<file path="config.mk">
export PLATFORM = sky130hd
export DESIGN_NAME = logic_gate_unit_flat
export DESIGN_NICKNAME = d
export VERILOG_FILES = /design/src/rtl/logic_gate_unit_pkg.sv /design/src/rtl/logic_gate_unit_if.sv /design/src/rtl/logic_gate_unit_gate_channel.sv /design/src/rtl/logic_gate_unit.sv /design/src/flat_wrapper.sv
export SDC_FILE = /design/constraint.sdc
export NUM_CORES = 1
export LEC_CHECK = 0
export CAP_MARGIN = 5
export CORE_MARGIN = 2
export CORE_UTILIZATION = 52
export DETAILED_ROUTE_END_ITERATION = 8
export HOLD_SLACK_MARGIN = 0.15
export PLACE_DENSITY = 0.8
export SLEW_MARGIN = 20
export SYNTH_ARGS = -nofsm -noshare
export SYNTH_HDL_FRONTEND = slang
export SYNTH_SLANG_ARGS = --single-unit
</file>
<file path="constraint.sdc">
create_clock -name clk -period 4.4 [get_ports clk]
set_clock_uncertainty 0.2 [all_clocks]
set_input_delay 0.66 -clock clk [delete_from_list [all_inputs] [get_ports clk]]
set_output_delay 0.66 -clock clk [all_outputs]
set_load 0.03 [all_outputs]
</file>
<file path="src/rtl/logic_gate_unit_pkg.sv">
// Shared op encodings, BIST state type and sizing constants for the
// logic gate unit.
package logic_gate_pkg;

  localparam logic [2:0] OP_AND  = 3'd0;
  localparam logic [2:0] OP_NAND = 3'd1;
  localparam logic [2:0] OP_OR   = 3'd2;
  localparam logic [2:0] OP_NOR  = 3'd3;
  localparam logic [2:0] OP_XOR  = 3'd4;
  localparam logic [2:0] OP_XNOR = 3'd5;

  localparam int ERR_W   = 16;
  localparam int NUM_OPS = 6;

  typedef enum logic [1:0] {
    IDLE  = 2'd0,
    SWEEP = 2'd1,
    DRAIN = 2'd2,
    DONE  = 2'd3
  } bist_state_e;

endpackage

</file>
<file path="src/rtl/logic_gate_unit_if.sv">
// Input/output handshake bundle of the logic gate unit; master drives
// requests and consumes results, slave is the gate array.
interface logic_gate_unit_if #(
  parameter int N_IN = 2,
  parameter int N_CH = 4
);
  logic [2:0]           op;
  logic                 in_valid;
  logic                 in_ready;
  logic [N_CH*N_IN-1:0] in_data;
  logic                 out_valid;
  logic                 out_ready;
  logic [N_CH-1:0]      out_data;

  modport master (
    output op, in_valid, in_data, out_ready,
    input  in_ready, out_valid, out_data
  );

  modport slave (
    input  op, in_valid, in_data, out_ready,
    output in_ready, out_valid, out_data
  );
endinterface

</file>
<file path="src/rtl/logic_gate_unit_gate_channel.sv">
// One combinational N_IN-input gate; reserved ops yield 0.
module gate_channel
  import logic_gate_pkg::*;
#(
  parameter int N_IN = 2
) (
  input  logic [2:0]      op_i,
  input  logic [N_IN-1:0] data_i,
  output logic            y_o
);

  always_comb begin
    y_o = 1'b0;
    case (op_i)
      OP_AND:  y_o = &data_i;
      OP_NAND: y_o = ~&data_i;
      OP_OR:   y_o = |data_i;
      OP_NOR:  y_o = ~|data_i;
      OP_XOR:  y_o = ^data_i;
      OP_XNOR: y_o = ~^data_i;
      default: y_o = 1'b0;
    endcase
  end

endmodule

</file>
<file path="src/rtl/logic_gate_unit.sv">
// Registered N_CH-channel gate array with valid/ready output stage and an
// exhaustive sweep self-test checked against a popcount-based golden model.
module logic_gate_unit
  import logic_gate_pkg::*;
#(
  parameter int N_IN = 2,
  parameter int N_CH = 4
) (
  input  logic             clk,
  input  logic             rst_n,
  logic_gate_unit_if.slave bus,
  input  logic [N_CH-1:0]  fault_inj,
  input  logic             bist_start,
  output logic             bist_busy,
  output logic             bist_done,
  output logic             bist_pass,
  output logic [ERR_W-1:0] bist_err_cnt
);

  localparam logic [2:0] LAST_OP = 3'(NUM_OPS - 1);

  bist_state_e      state_q, state_d;
  logic [2:0]       op_idx_q, op_idx_d;
  logic [N_IN-1:0]  vec_q, vec_d;
  logic             pend_q, pend_d;
  logic [ERR_W-1:0] err_q, err_d;
  logic             pass_q, pass_d;
  logic             chk_q;
  logic [2:0]       chk_op_q;
  logic [N_IN-1:0]  chk_vec_q;
  logic             out_valid_q;
  logic [N_CH-1:0]  out_data_q;

  logic            sweep;
  logic            xfer;
  logic [2:0]      sel_op;
  logic [N_CH-1:0] gate_y;
  logic            mismatch;

  function automatic logic golden(input logic [2:0] op, input logic [N_IN-1:0] v);
    int ones;
    ones = $countones(v);
    case (op)
      OP_AND:  return ones == N_IN;
      OP_NAND: return ones != N_IN;
      OP_OR:   return ones != 0;
      OP_NOR:  return ones == 0;
      OP_XOR:  return ones[0];
      OP_XNOR: return !ones[0];
      default: return 1'b0;
    endcase
  endfunction

  assign sweep        = (state_q == SWEEP);
  assign bist_busy    = sweep || (state_q == DRAIN);
  assign bist_done    = (state_q == DONE);
  assign bist_pass    = pass_q;
  assign bist_err_cnt = err_q;

  assign bus.in_ready  = !bist_busy && (!out_valid_q || bus.out_ready);
  assign bus.out_valid = out_valid_q;
  assign bus.out_data  = out_data_q;
  assign xfer          = bus.in_valid && bus.in_ready;

  // During the sweep the counter replaces op and in_data on every channel.
  assign sel_op = sweep ? op_idx_q : bus.op;

  generate
    for (genvar gi = 0; gi < N_CH; gi++) begin : g_ch
      logic [N_IN-1:0] sel_data;
      assign sel_data = sweep ? vec_q : bus.in_data[gi*N_IN +: N_IN];
      gate_channel #(.N_IN(N_IN)) u_gate (
        .op_i   (sel_op),
        .data_i (sel_data),
        .y_o    (gate_y[gi])
      );
    end
  endgenerate

  assign mismatch = chk_q && (out_data_q != {N_CH{golden(chk_op_q, chk_vec_q)}});

  always_comb begin
    state_d  = state_q;
    op_idx_d = op_idx_q;
    vec_d    = vec_q;
    pend_d   = pend_q;
    err_d    = err_q;
    pass_d   = pass_q;
    if (mismatch && (err_q != '1)) err_d = err_q + 1'b1;
    case (state_q)
      IDLE: begin
        // A start that collides with a live result or a new transfer waits.
        if ((bist_start || pend_q) && !out_valid_q && !xfer) begin
          state_d  = SWEEP;
          pend_d   = 1'b0;
          op_idx_d = '0;
          vec_d    = '0;
          err_d    = '0;
          pass_d   = 1'b0;
        end else if (bist_start) begin
          pend_d = 1'b1;
        end
      end
      SWEEP: begin
        vec_d = vec_q + 1'b1;
        if (vec_q == '1) begin
          op_idx_d = op_idx_q + 3'd1;
          if (op_idx_q == LAST_OP) state_d = DRAIN;
        end
      end
      DRAIN: begin
        state_d = DONE;
        pass_d  = (err_d == '0);
      end
      DONE:    state_d = IDLE;
      default: state_d = IDLE;
    endcase
  end

  always_ff @(posedge clk or negedge rst_n) begin
    if (!rst_n) begin
      state_q     <= IDLE;
      op_idx_q    <= '0;
      vec_q       <= '0;
      pend_q      <= 1'b0;
      err_q       <= '0;
      pass_q      <= 1'b0;
      chk_q       <= 1'b0;
      chk_op_q    <= '0;
      chk_vec_q   <= '0;
      out_valid_q <= 1'b0;
      out_data_q  <= '0;
    end else begin
      state_q   <= state_d;
      op_idx_q  <= op_idx_d;
      vec_q     <= vec_d;
      pend_q    <= pend_d;
      err_q     <= err_d;
      pass_q    <= pass_d;
      chk_q     <= sweep;
      chk_op_q  <= op_idx_q;
      chk_vec_q <= vec_q;
      if (xfer || sweep) out_data_q <= gate_y ^ fault_inj;
      if (xfer) out_valid_q <= 1'b1;
      else if (bist_busy || bus.out_ready) out_valid_q <= 1'b0;
    end
  end

endmodule
</file>
<file path="src/flat_wrapper.sv">
// flat-port wrapper written by rule: the top's interface ports become plain ports
module logic_gate_unit_flat import logic_gate_pkg::*;
#(
  parameter int N_IN = 2,
  parameter int N_CH = 4
)
  (clk, rst_n, fault_inj, bist_start, bist_busy, bist_done, bist_pass, bist_err_cnt, bus_op, bus_in_valid, bus_in_data, bus_out_ready, bus_in_ready, bus_out_valid, bus_out_data);
  logic_gate_unit_if #(.N_IN(N_IN), .N_CH(N_CH)) bus_i ();
  input  logic clk;
  input  logic rst_n;
  input  logic [N_CH-1:0] fault_inj;
  input  logic bist_start;
  output logic bist_busy;
  output logic bist_done;
  output logic bist_pass;
  output logic [ERR_W-1:0] bist_err_cnt;
  input wire logic [$bits(bus_i.op)-1:0] bus_op;
  input wire logic [$bits(bus_i.in_valid)-1:0] bus_in_valid;
  input wire logic [$bits(bus_i.in_data)-1:0] bus_in_data;
  input wire logic [$bits(bus_i.out_ready)-1:0] bus_out_ready;
  output wire logic [$bits(bus_i.in_ready)-1:0] bus_in_ready;
  output wire logic [$bits(bus_i.out_valid)-1:0] bus_out_valid;
  output wire logic [$bits(bus_i.out_data)-1:0] bus_out_data;
  assign bus_i.op = bus_op;
  assign bus_i.in_valid = bus_in_valid;
  assign bus_i.in_data = bus_in_data;
  assign bus_i.out_ready = bus_out_ready;
  assign bus_in_ready = bus_i.in_ready;
  assign bus_out_valid = bus_i.out_valid;
  assign bus_out_data = bus_i.out_data;
  logic_gate_unit #(.N_IN(N_IN), .N_CH(N_CH)) u_core (.clk(clk), .rst_n(rst_n), .bus(bus_i), .fault_inj(fault_inj), .bist_start(bist_start), .bist_busy(bist_busy), .bist_done(bist_done), .bist_pass(bist_pass), .bist_err_cnt(bist_err_cnt));
endmodule
</file>
# ---- After elaboration in Yosys (flattened, before gate mapping)
# Index checks and enable logic that the tools add are counted.
dict set report classes {
  n_eq_ne 22
  bitwise_logic 1
  muxes 28
  add_sub_neg 4
  n_reduce_logical 54
}
# op count
set op_table {}
lappend op_table {{2-to-1 mux 16 bit} 3}
lappend op_table {{equality test 32 x 3 -> 1 bit (second input constant)} 1}
lappend op_table {{logical NOT 32 bit} 1}
lappend op_table {{inequality test 32 x 3 -> 1 bit (second input constant)} 1}
lappend op_table {{nonzero test 32 bit} 1}
lappend op_table {{one-hot mux 1 bit (6 select lines)} 5}
lappend op_table {{adder 16 x 1 -> 16 bit (second input constant)} 1}
lappend op_table {{logical NOT 16 bit} 1}
lappend op_table {{2-to-1 mux 2 bit} 8}
lappend op_table {{inequality test 16 bit (second input constant)} 1}
lappend op_table {{equality test 3 bit (second input constant)} 5}
lappend op_table {{AND reduction 2 bit} 7}
lappend op_table {{equality test 3 x 2 -> 1 bit (second input constant)} 4}
lappend op_table {{logical NOT 1 bit} 12}
lappend op_table {{2-to-1 mux 3 bit} 3}
lappend op_table {{one-hot mux 2 bit (4 select lines)} 1}
lappend op_table {{nonzero test 2 bit} 4}
lappend op_table {{OR reduction 2 bit} 4}
lappend op_table {{XNOR reduction 2 bit} 4}
lappend op_table {{parity 2 bit} 4}
lappend op_table {{equality test 2 bit (second input constant)} 3}
lappend op_table {{equality test 3 x 1 -> 1 bit (second input constant)} 2}
lappend op_table {{logical AND 1 bit} 6}
lappend op_table {{logical NOT 3 bit} 2}
lappend op_table {{other kinds (15)} 25}
dict set report totals {
  word_cells 120
  out_inout_bits 25
  regBits 36
  inputBits 20
}

# ---- Longest topological paths before layout
# Gate-level depths: netlist of the first run.
dict set report depth {
  word_depth 9
  depth_mapped 13
  depth_no_buf 11
}

# ---- Cells and area by module
# From an unflattened synthesis of the first run, not the netlist that was laid out.
dict set report unflattened {
  cells_unflattened 271
  area_unflattened_um2 2519.9
}
# module area_each_um2 seq_area_each_um2 cells_per_inst n_inst
set by_module_without_submodules {}
lappend by_module_without_submodules {logic_gate_unit 2194.6 900.9 231 1}
lappend by_module_without_submodules {gate_channel 81.3 0.0 10 4}

# ---- Worst setup path after synthesis of the first run
# OpenSTA, ideal clock, no wires.
dict set report synth_path {
  path_kind {reg-to-reg}
  from {register u_core.state_q[1]}
  to {register u_core.out_data_q[0], in the netlist u_core.bus.out_data[0]}
  synth_period_minus_slack_ns 2.750
  t_required_ns 4.059
  setup_ns 0.141
  path_buffers 3
  slack_ns 1.650
  arrival_ns 2.409
  path_stages_with_launch 14
  cell_sequence {dfrtp_1 -> inv_1 -> ha_1 -> clkbuf_1 -> clkbuf_1 -> buf_1 -> o21a_1 -> inv_1 -> ha_1 -> a21oi_1 -> xnor2_1 -> o22ai_1 -> xnor2_1 -> o21ai_0}
}
dict set report synth_between {
  elab_chain_len 6
  elab_cells_between_ends 23
  classes_between {eq/ne: 7; mux: 3; bitwise: 1; reduce/logical: 12}
}
# item line
set synth_rtl {}
lappend synth_rtl {{from (decl)} logic_gate_unit.sv:22} ;# bist_state_e state_q, state_d;
lappend synth_rtl {{from (signal assigned)} logic_gate_unit.sv:134} ;# state_q <= state_d;
lappend synth_rtl {{equality test 2 x 1 -> 1 bit (*)} logic_gate_unit.sv:54} ;# assign sweep = (state_q == SWEEP);
lappend synth_rtl {{net u_core.sweep} logic_gate_unit.sv:34} ;# logic sweep;
lappend synth_rtl {{2-to-1 mux 2 bit / logical OR 1 bit (equally long branches)} {logic_gate_unit.sv:71, logic_gate_unit.sv:55}}
lappend synth_rtl {{OR reduction 2 bit, or another cell as far along} {logic_gate_unit_gate_channel.sv:17, logic_gate_unit_gate_channel.sv:18}}
lappend synth_rtl {{logical NOT 1 bit, or another cell as far along} logic_gate_unit_gate_channel.sv:18} ;# OP_NOR: y_o = ~|data_i;
lappend synth_rtl {{one-hot mux 1 bit (6 select lines) / logical AND 1 bit (equally long branches)} {logic_gate_unit_gate_channel.sv:14, logic_gate_unit.sv:63}}
lappend synth_rtl {{bitwise XOR 4 bit / logical OR 1 bit (equally long branches)} logic_gate_unit.sv:143} ;# if (xfer || sweep) out_data_q <= gate_y ^ fault_inj;
lappend synth_rtl {{to (signal assigned)} logic_gate_unit.sv:143}
lappend synth_rtl {{to (decl)} logic_gate_unit.sv:32} ;# logic [N_CH-1:0] out_data_q;
# Mark *: on every way through the listed nets, which the timed path passes. The rest lies on a longest branch.
# A chain may end at the register's enable or synchronous reset.

# ---- Final worst setup path of the first run
dict set report layout_path {
  from {register u_core.state_q[0]}
  to {output bus_in_ready}
}
dict set report layout_between {
  elab_chain_len 4
  elab_cells_between_ends 5
  classes_between {eq/ne: 2; reduce/logical: 3}
}
# item line
set layout_rtl {}
lappend layout_rtl {{equality test 2 x 1 -> 1 bit / equality test 2 bit (equally long branches)} {logic_gate_unit.sv:54, logic_gate_unit.sv:55}}
lappend layout_rtl {{logical OR 1 bit (*)} logic_gate_unit.sv:55} ;# assign bist_busy = sweep || (state_q == DRAIN);
lappend layout_rtl {{logical NOT 1 bit (*)} logic_gate_unit.sv:60} ;# assign bus.in_ready = !bist_busy && (!out_valid_q || bus.out_ready);
lappend layout_rtl {{logical AND 1 bit (*)} logic_gate_unit.sv:60}
lappend layout_rtl {{to (decl)} flat_wrapper.sv:21} ;# output wire logic [$bits(bus_i.in_ready)-1:0] bus_in_ready;
# Mark *: on every way between the ends. The rest lies on a longest branch, timed or not.

==> results of run 1 <==
metrics by stage:
step | std cells | power, mW
floorplan | 290 | 1.40
global placement | 388 | 1.68
detailed placement | 388 | 1.72
CTS | 396 | 2.01
global route | 396 | 2.16
finish | 396 | 2.00
cell usage in the layout (no fill, tap or decap), types with 4 or more instances in the layout:
cell type and count:
o21ai_0 9, xnor2_1 15, nand3_1 10, nand2_1 25, clkdlybuf4s50_1 44, nand4_1 10, ha_1 18, dfrtp_1 36
nor3_1 4, o22ai_1 4, inv_1 22, clkbuf_8 5, xor2_1 14, mux2i_1 4, a21oi_1 9, o21a_1 9
nor2_1 32, nor4_1 7
cells by family (layout without fill, tap and decap cells):
group / count (synthesis) / count (layout) / share of synthesized area
adder cells (fa/ha/maj): 18 / 18 / 0.0874
XOR/XNOR: 29 / 29 / 0.0985
buffers and inverters: 37 / 76 / 0.0587
multiplexers: 7 / 7 / 0.0311
AO/OA/AOI/OAI: 52 / 52 / 0.150
flip-flops: 36 / 36 / 0.350
AND/OR/NAND/NOR: 111 / 111 / 0.224
power groups by stage:
stage	sequential [mW]	combinational [mW]	clock (mW)
final	0.539	1.17	0.291
after global routing	0.556	1.29	0.310
after CTS	0.540	1.18	0.299
after detailed placement	0.545	1.17	0
after global placement	0.538	1.14	0
after floorplan	0.596	0.803	0
registers in the layout, summed over array words and instances, names as in the netlist:
| signal | count |
|---|---|
| u_core.bist_err_cnt | 16 |
| u_core.bus.out_data | 4 |
| u_core.chk_op_q | 3 |
| u_core.op_idx_q | 3 |
| u_core.chk_vec_q | 2 |
| u_core.state_q | 2 |
| u_core.vec_q | 2 |
| u_core.bist_pass | 1 |
| u_core.bus.out_valid | 1 |
| u_core.chk_q | 1 |
| u_core.pend_q | 1 |
layout make-up:
type	instances	area, µm²
Inverter	22	82.6
Sequential cell	36	901
Clock buffer	5	68.8
Clock inverter	3	42.5
Fill cell	400	1600
Multi-Input combinational cell	217	1530
Tap cell	67	83.8
Timing Repair Buffer	46	455
path summary, 6_finish.rpt:
kind,cells past startpoint,from,slack (ns),to
setup reg to reg,8,u_core.state_q[1],1.50,u_core.bus.out_data[0]
setup / recovery,4,u_core.state_q[0],1.49,bus_in_ready
hold / removal,0,u_core.op_idx_q[1],0.25,u_core.chk_op_q[1]
min in group asynchronous,2,rst_n,0.59,u_core.bist_err_cnt[4]
hold reg to reg,0,u_core.op_idx_q[1],0.25,u_core.chk_op_q[1]
max in group asynchronous,2,rst_n,3.08,u_core.bus.out_data[0]
routing by layer:
layer,routed length (µm),vias to the layer above
met2,2870,73
li1,-,1077
met4,45,0
met3,256,8
met1,2230,1045
met5,0,-
worst max-delay path, delay by kind of cell, from the launching register on:
kind                       cells  cell delay (ns)
adders and majority gates      1             0.37
buffers and inverters          2             0.79
DFF                            1             0.42
and+or+nand+nor                1             0.18
==> run_results.csv, run 1 <==
group,metric,value,unit
logic_synthesis,synth_top_flop_cell,"dfrtp_1",
final_layout,stdcell_area,3160,µm²
logic_synthesis,netlist.area_leader.share,0.350,
clocking,postCtsHoldBufs,0,
sta,slew_viol_final,0,
route,drt-pass1-iter-count,4,
power_and_ir_drop,leakage,1.37,nW
logic_synthesis,synth.most_common_cell,"dfrtp_1",
clocking,clkTransAtPathRegs,0.08,ns
place,hpwlAfterDp,4.10,mm
sta,finalCritPeriodShare,0.661,
sta,min_period,2.91,ns
worst_setup_path,critPathSlowestCell,"clkdlybuf4s50_1",
logic_synthesis,yosysSeqAreaShare,0.350,
worst_setup_path,end_kind,"primary output",
global_routing,use_met3,0.0488,
power_and_ir_drop,clkPwrFrac,0.146,
clocking,cts_buffers,5,
global_routing,top_usage_layer,"met2",
route,vias_per_cell,5.56,
floorplanning,boundaryPins,45,
logic_synthesis,synthTopCellsByCount,"36 x dfrtp_1, 32 x nor2_1, 25 x nand2_1",
place,place_ws,1.53,ns
logic_synthesis,ys_ff_latch,36,
clocking,clkLatencyLatePin,0.29,ns
floorplanning,die_area,5540,µm²
sta,holdWs,0.254,ns
global_routing,grt_pass1_wl,9.09,mm
place,port-buffer-count,44,
clocking,cts_buffer_depth,2,
power_and_ir_drop,powerDensity,632,nW/µm²
logic_synthesis,ys_async_sr_fraction,1.00,
worst_setup_path,worstPathCellList,"inv_1 > ha_1 > nor2_1 > clkdlybuf4s50_1",
worst_setup_path,cp.arrival,2.05,ns
global_routing,overflow,0,
final_layout,fin_nets,366,
global_routing,grtUsageMet2,0.391,
floorplanning,start_util,0.542,
logic_synthesis,avgSynthCellArea,8.89,µm²
clocking,cts_setup_buffers,0,
flow_run,cap_violations,0,
final_layout,diodes,0,
floorplanning,row_count,25,
power_and_ir_drop,switching_share,0.450,
sta,timing.slew.headroom,0.504,
sta,tightest_slew,0.723,ns
power_and_ir_drop,power.switching,0.898,mW
place,routabilityCongestion,0.926,
sta,tns,0,ns
logic_synthesis,ys_types,55,
clocking,htree_levels,2,
clocking,cts_tree,"yes",
logic_synthesis,synth-edff-count,0,
floorplanning,dieHeight,74.4,µm
logic_synthesis,syn-num-nets,328,
global_routing,antenna_found_initial,0,
clocking,cts_resized,0,
outcome,status,"finished, final reports clean",
logic_synthesis,synth.area.top_cells,"dfrtp_1 35%, ha_1 8.7%, xnor2_1 5.1%",
worst_setup_path,critical_path_required,3.54,ns
worst_setup_path,slowest_delay,0.71,ns
global_routing,grt_max_degree,37,
route,drcViolationCount,0,
power_and_ir_drop,power_frac_comb,0.584,
logic_synthesis,syn_inst,290,
logic_synthesis,synth_area,2580,µm²
worst_hold_path,hp-class,"register to register",
route,dr.first_iter.drc_count,136,
route,via_count,2203,
global_routing,met1_usage,0.242,
sta,finalHoldViolCount,0,
global_routing,grt_pass1_vias,2098,
power_and_ir_drop,p_int,1.10,mW
logic_synthesis,yosys.area.top_type,"dfrtp_1",
final_layout,area_growth,22.6,%
sta,fmax,344,MHz
route,wl_per_cell,13.7,µm
worst_setup_path,path_max_fanout,5,
worst_setup_path,start_kind,"register",
floorplanning,die_width,74.4,µm
clocking,cts.sink_count,36,
floorplanning,core_area,4750,µm²
sta,setup_viol,0,
power_and_ir_drop,peakVddDrop,0.293,mV
logic_synthesis,yosysWarnings,0,
final_layout,post-route-util,0.664,
worst_setup_path,crit_type,"register to primary output",
route,routed_wl,5.41,mm
final_layout,drive_above_1_share,0.0760,
global_routing,track_usage,0.211,
sta,layout_setup_ws,1.49,ns
sta,rsz0062_at_grt,"no",
clocking,cts_root_buf,"clkbuf_8",
power_and_ir_drop,seq_power_share,0.270,
place,dpl_cell_area,3050,µm²
route,ant_nets,0,
(Power assumes the default switching activity.)
==> run 2, diff against run 1 <==
Clock period 4.4 ns to 3 ns, I/O delays scaled along.
==> run 2 against run 1 <==
Final cell count is 1.3% higher. Die area stayed put. Via count is 1.1% lower. Total power is 49% higher. Count of clock-buffer cells in the layout is 1 higher. Clock power is 45% higher. Sequential share of layout area is 0.30 points lower. Setup slack worse by 1.2 ns. First-iteration DRC count is 35% lower. Register-to-register slack worse by 1.2 ns. Wire length is 2.1% lower. Critical endpoint is now u_core.bist_pass. Largest cell class unchanged.
==> run_results.csv, run 2 (same netlist as run 1, synthesis figures left out) <==
group,metric,value,unit
final_layout,final_common_cell,"clkdlybuf4s50_1",
route,drt-pass1-iter-count,5,
sta,timing.slew.headroom,0.590,
place,routabilityCongestion,0.887,
final_layout,stdcell_area,3190,µm²
floorplanning,boundaryPins,45,
floorplanning,row_count,25,
floorplanning,dieHeight,74.4,µm
final_layout,fillers,398,
global_routing,overflow,0,
final_layout,drive_above_1_share,0.0868,
flow_run,cap_violations,0,
worst_setup_path,crit_type,"register to register",
sta,setup_viol,0,
sta,holdWs,0.248,ns
clocking,postCtsHoldBufs,0,
route,wl_met2,2.68,mm
clocking,clkTransAtPathRegs,0.07,ns
global_routing,grt_pass1_vias,2070,
clocking,cts_tree,"yes",
worst_setup_path,critPathSlowestCell,"a21oi_2",
floorplanning,start_util,0.542,
clocking,cts_buffers,5,
final_layout,area_growth,23.9,%
global_routing,antenna_found_initial,0,
power_and_ir_drop,powerDensity,929,nW/µm²
worst_setup_path,start_kind,"register",
clocking,cts_setup_buffers,0,
route,via_count,2178,
worst_setup_path,r2r_setup_slack,0.32,ns
final_layout,seq_area,901,µm²
route,dr.first_iter.drc_count,88,
clocking,cts_resized,0,
sta,tightest_slew,0.604,ns
global_routing,track_usage,0.211,
route,routed_wl,5.29,mm
worst_setup_path,worstPathCellList,"inv_1 > ha_1 > xor2_1 > nand3_1 > a21oi_2 > nor4_1 > xnor2_1 > o2111ai_1 > o31ai_2",
sta,finalHoldViolCount,0,
place,hpwlAfterDp,4.09,mm
route,ant_nets,0,
global_routing,grt_pass1_wl,9.11,mm
worst_setup_path,critical_path_required,3.01,ns
route,drcViolationCount,0,
route,dr_wl_met3,216,µm
floorplanning,core_area,4750,µm²
route,vias_per_cell,5.43,
global_routing,grt_max_degree,37,
power_and_ir_drop,peakVddDrop,0.387,mV
sta,slew_viol_final,0,
floorplanning,die_area,5540,µm²
sta,finalCritPeriodShare,0.893,
final_layout,largest_reg_flops,16,
place,dpl_cell_area,3090,µm²
route,top_layer_used,"met4",
worst_setup_path,cp.arrival,2.69,ns
place,port-buffer-count,44,
clocking,cts_root_buf,"clkbuf_8",
worst_setup_path,end_kind,"register",
final_layout,final_cell_mix,"44 x clkdlybuf4s50_1, 36 x dfrtp_1, 32 x nor2_1",
worst_setup_path,path_max_fanout,11,
final_layout,diodes,0,
final_layout,fin_nets,371,
sta,fmax,373,MHz
worst_setup_path,slowest_delay,0.51,ns
sta,min_period,2.68,ns
power_and_ir_drop,leakage,1.40,nW
route,wl_per_cell,13.2,µm
route,wl_met1,2.32,mm
power_and_ir_drop,power,2.97,mW
worst_hold_path,hp-class,"register to register",
final_layout,multi_input_area,1530,µm²
sta,tns,0,ns
clocking,cts.sink_count,36,
outcome,status,"finished, final reports clean",
clocking,htree_levels,2,
clocking,clkLatencyLatePin,0.29,ns
floorplanning,die_width,74.4,µm
sta,rsz0062_at_grt,"no",
clocking,cts_buffer_depth,2,
==> run 2: cell types whose count changed in the layout (fill, tap and decap cells not counted) <==
cell and delta:
clkbuf_1 +1, buf_4 +5, clkinvlp_4 -1
==> run 2: area by class of cell <==
| cell class | count | area share |
|---|---|---|
| repair buffers | 51 | 0.154 |
| multi-input cells | 217 | 0.478 |
| flip-flops and latches | 36 | 0.282 |
| clock buffers | 6 | 0.0227 |
| clock inverters | 2 | 0.0110 |
| inverters | 22 | 0.0259 |
| well taps | 67 | 0.0263 |
==> run 2: stage by stage <==
step | util | instances | worst slack [ns]
after floorplan | - | 290 | 0.250
after global placement | 0.649 | 393 | 0.391
after detailed placement | 0.649 | 393 | 0.335
after CTS | 0.672 | 401 | 0.309
after global routing | 0.672 | 401 | 0.0995
final | 0.672 | 401 | 0.322
==> run 2: layer usage <==
layer	vias to the layer above	global-route usage
met3	9	0.0447
met4	0	0.0754
li1	1083	-
met2	58	0.360
met5	-	0
met1	1028	0.265
==> run 2: path summary, 6_finish.rpt <==
check	startpoint	end	cells after the start
worst max-delay path	u_core.chk_vec_q[0]	u_core.bist_pass	9
worst min-delay path	u_core.vec_q[1]	u_core.chk_vec_q[1]	0
worst max register to register	u_core.chk_vec_q[0]	u_core.bist_pass	9
worst min register to register	u_core.vec_q[1]	u_core.chk_vec_q[1]	0
max in group asynchronous	rst_n	u_core.chk_q	2
min in group asynchronous	rst_n	u_core.bist_err_cnt[2]	2
==> run 2: power breakdown <==
part	internal (mW)	total, mW	switching [mW]
Combinational	0.783	1.76	0.973
Clock	0.247	0.423	0.177
Sequential	0.624	0.787	0.163
==> run 2: worst max-delay path: cells and delay by family, from the launching register on <==
| family | cells | cell delay (ns) |
|---|---|---|
| AOI/OAI and AO/OA | 3 | 0.93 |
| xor gates and xnor gates | 2 | 0.48 |
| adders and majority gates | 1 | 0.30 |
| buffers and inverters | 1 | 0.05 |
| DFF | 1 | 0.35 |
| and+or+nand+nor | 2 | 0.30 |
==> run 3, diff against run 2 <==
Settings changed: SETUP_SLACK_MARGIN set to 0.5.
==> run 3 against run 2 <==
The flow now finishes with violations (DRC). Die area stayed put. Register-to-register slack worse by 0.02 ns. Critical path depth stayed put. Final cell count is 1.7% higher. Non-clock buffer count is 6 higher. Combinational power is 7% higher. First-iteration DRC count is 65% higher. Count of clock-buffer cells in the layout stayed put. Wire length is 15% higher. Utilization is 3.6 points higher. Sequential cell count stayed put. Critical path type unchanged.
==> run_results.csv, run 3 (same netlist as run 1, synthesis figures left out) <==
group,metric,value,unit
power_and_ir_drop,leakage,1.44,nW
sta,setup_viol,0,
route,routed_wl,6.07,mm
clocking,htree_levels,2,
final_layout,fillers,378,
global_routing,antenna_found_initial,0,
sta,tightest_slew,0.556,ns
clocking,clkTransAtPathRegs,0.08,ns
worst_setup_path,cp_top_family,"compound AO/OA/AOI/OAI gates",
worst_setup_path,cp.arrival,2.70,ns
sta,finalCritPeriodShare,0.898,
route,drcViolationCount,1,
worst_setup_path,end_kind,"register",
route,vias_per_cell,5.66,
clocking,cts.sink_count,36,
final_layout,fin_nets,378,
power_and_ir_drop,switching_share,0.461,
place,port-buffer-count,44,
route,drt-pass1-iter-count,7,
worst_setup_path,crit_type,"register to register",
clocking,cts_tree,"yes",
global_routing,grt_pass1_vias,2134,
global_routing,overflow,0,
sta,tns,0,ns
floorplanning,start_util,0.542,
final_layout,largest_reg_flops,16,
route,via_count,2308,
sta,rsz0062_at_grt,"yes",
clocking,cts_buffer_depth,2,
power_and_ir_drop,seq_power_share,0.263,
power_and_ir_drop,clkPwrFrac,0.120,
worst_hold_path,hp-class,"register to register",
floorplanning,dieHeight,74.4,µm
power_and_ir_drop,p_int,1.64,mW
floorplanning,boundaryPins,45,
worst_setup_path,crit_buf_inv,1,
power_and_ir_drop,power.switching,1.40,mW
route,ant_nets,0,
sta,min_period,2.69,ns
final_layout,drive_above_1_share,0.158,
global_routing,grt_max_degree,37,
worst_setup_path,path_max_fanout,6,
worst_setup_path,critPathSlowestCell,"nor4_1",
power_and_ir_drop,power,3.04,mW
sta,layout_setup_ws,0.307,ns
power_and_ir_drop,power_frac_comb,0.617,
sta,slew_viol_final,0,
floorplanning,row_count,25,
final_layout,final_common_cell,"clkdlybuf4s50_1",
clocking,cts_root_buf,"clkbuf_8",
global_routing,grt_pass1_wl,9.50,mm
outcome,violations,"DRC",
outcome,status,"finished with violations",
flow_run,cap_violations,0,
floorplanning,core_area,4750,µm²
final_layout,diodes,0,
final_layout,area_growth,30.5,%
worst_setup_path,start_kind,"register",
floorplanning,die_area,5540,µm²
worst_setup_path,critical_path_required,3.01,ns
sta,fmax,371,MHz
place,hpwlAfterDp,4.02,mm
route,wl_per_cell,14.9,µm
power_and_ir_drop,powerDensity,904,nW/µm²
place,place_ws,0.364,ns
power_and_ir_drop,peakVddDrop,0.536,mV
final_layout,final_cell_mix,"42 x clkdlybuf4s50_1, 34 x dfrtp_1, 32 x nor2_1",
route,dr.first_iter.drc_count,145,
clocking,postCtsHoldBufs,0,
worst_setup_path,worstPathCellList,"inv_1 > ha_1 > xor2_2 > nand3_2 > a21oi_4 > nor3_4 > nor4_1 > o2111ai_1 > o31ai_2",
global_routing,track_usage,0.219,
place,routabilityCongestion,0.891,
clocking,clkLatencyLatePin,0.29,ns
sta,finalHoldViolCount,0,
sta,timing.slew.headroom,0.629,
worst_setup_path,slowest_delay,0.37,ns
floorplanning,die_width,74.4,µm
clocking,cts_buffers,5,
## run 3: cell types whose count changed in the layout (fill, tap and decap cells not counted), moves of 2 or more
cell	previous run	this run
nor4_2	0	4
buf_4	7	11
ha_4	0	2
clkdlybuf4s50_1	44	42
dfrtp_2	0	2
dfrtp_1	36	34
ha_1	18	16
nor4_1	7	2
a21oi_4	0	2
nor3_4	1	3
buf_6	0	2
## run 3: cell type report
| cell class | instances | area [µm²] | area share |
|---|---|---|---|
| multi-input cells | 218 | 1660 | 0.494 |
| flip-flops and latches | 36 | 903 | 0.269 |
| repair buffers | 57 | 539 | 0.160 |
| well taps | 67 | 83.8 | 0.0249 |
| clock buffers | 6 | 82.6 | 0.0246 |
| inverters | 22 | 82.6 | 0.0246 |
| clock inverters | 2 | 10.0 | 0.00298 |
## run 3: power by group through the flow
| stage | sequential (mW) | clock (mW) | combinational, mW |
|---|---|---|---|
| 2_1_floorplan | 0.878 | 0 | 1.18 |
| 5_1_grt | 0.819 | 0.390 | 2.06 |
| 3_5_place_dp | 0.798 | 0 | 1.76 |
| 4_1_cts | 0.785 | 0.372 | 1.79 |
| 6_report | 0.799 | 0.365 | 1.88 |
| 3_3_place_gp | 0.791 | 0 | 1.71 |
## run 3: worst reg2reg max path, cell delays in order (launching register included)
cell	delay (ns)
dfrtp_1	0.35
inv_1	0.05
ha_1	0.31
xor2_2	0.19
nand3_2	0.16
a21oi_4	0.33
nor3_4	0.11
nor4_1	0.37
o2111ai_1	0.26
o31ai_2	0.28
## run 3: metal layers
layer | vias up | part of all wire | track usage
li1 | 1096 | - | -
met1 | 1092 | 0.41 | 0.264
met2 | 94 | 0.50 | 0.385
met3 | 26 | 0.053 | 0.0447
met4 | 0 | 0.030 | 0.0813
met5 | - | 0 | 0
## run 3: through the flow
stage / hold slack (ns) / area, µm² / util / cells
CTS: 0.241 / 3230 / 0.679 / 404
finish: 0.248 / 3360 / 0.707 / 408
floorplan: -0.0456 / 2580 / - / 290
detailed placement: 0.225 / 3090 / 0.649 / 393
global route: 0.262 / 3360 / 0.707 / 408
global placement: 0.228 / 3090 / 0.649 / 393
## run 3: final timing paths
kind | from | endpoint | slack, ns | cells past startpoint
min | u_core.vec_q[1] | u_core.chk_vec_q[1] | 0.25 | 0
min reg2reg | u_core.vec_q[1] | u_core.chk_vec_q[1] | 0.25 | 0
max reg2reg | u_core.chk_vec_q[0] | u_core.bist_pass | 0.31 | 9
max | u_core.chk_vec_q[0] | u_core.bist_pass | 0.31 | 9
max in group asynchronous | rst_n | u_core.bist_err_cnt[0] | 1.87 | 2
min in group asynchronous | rst_n | u_core.bist_err_cnt[3] | 0.38 | 2
## run 3: what timing repair did
action,4_1_cts,5_1_grt
pin swaps,1,5
gates cloned,0,1
buffers inserted,3,3
setup endpoints to repair,3,9
gates resized for setup,7,20
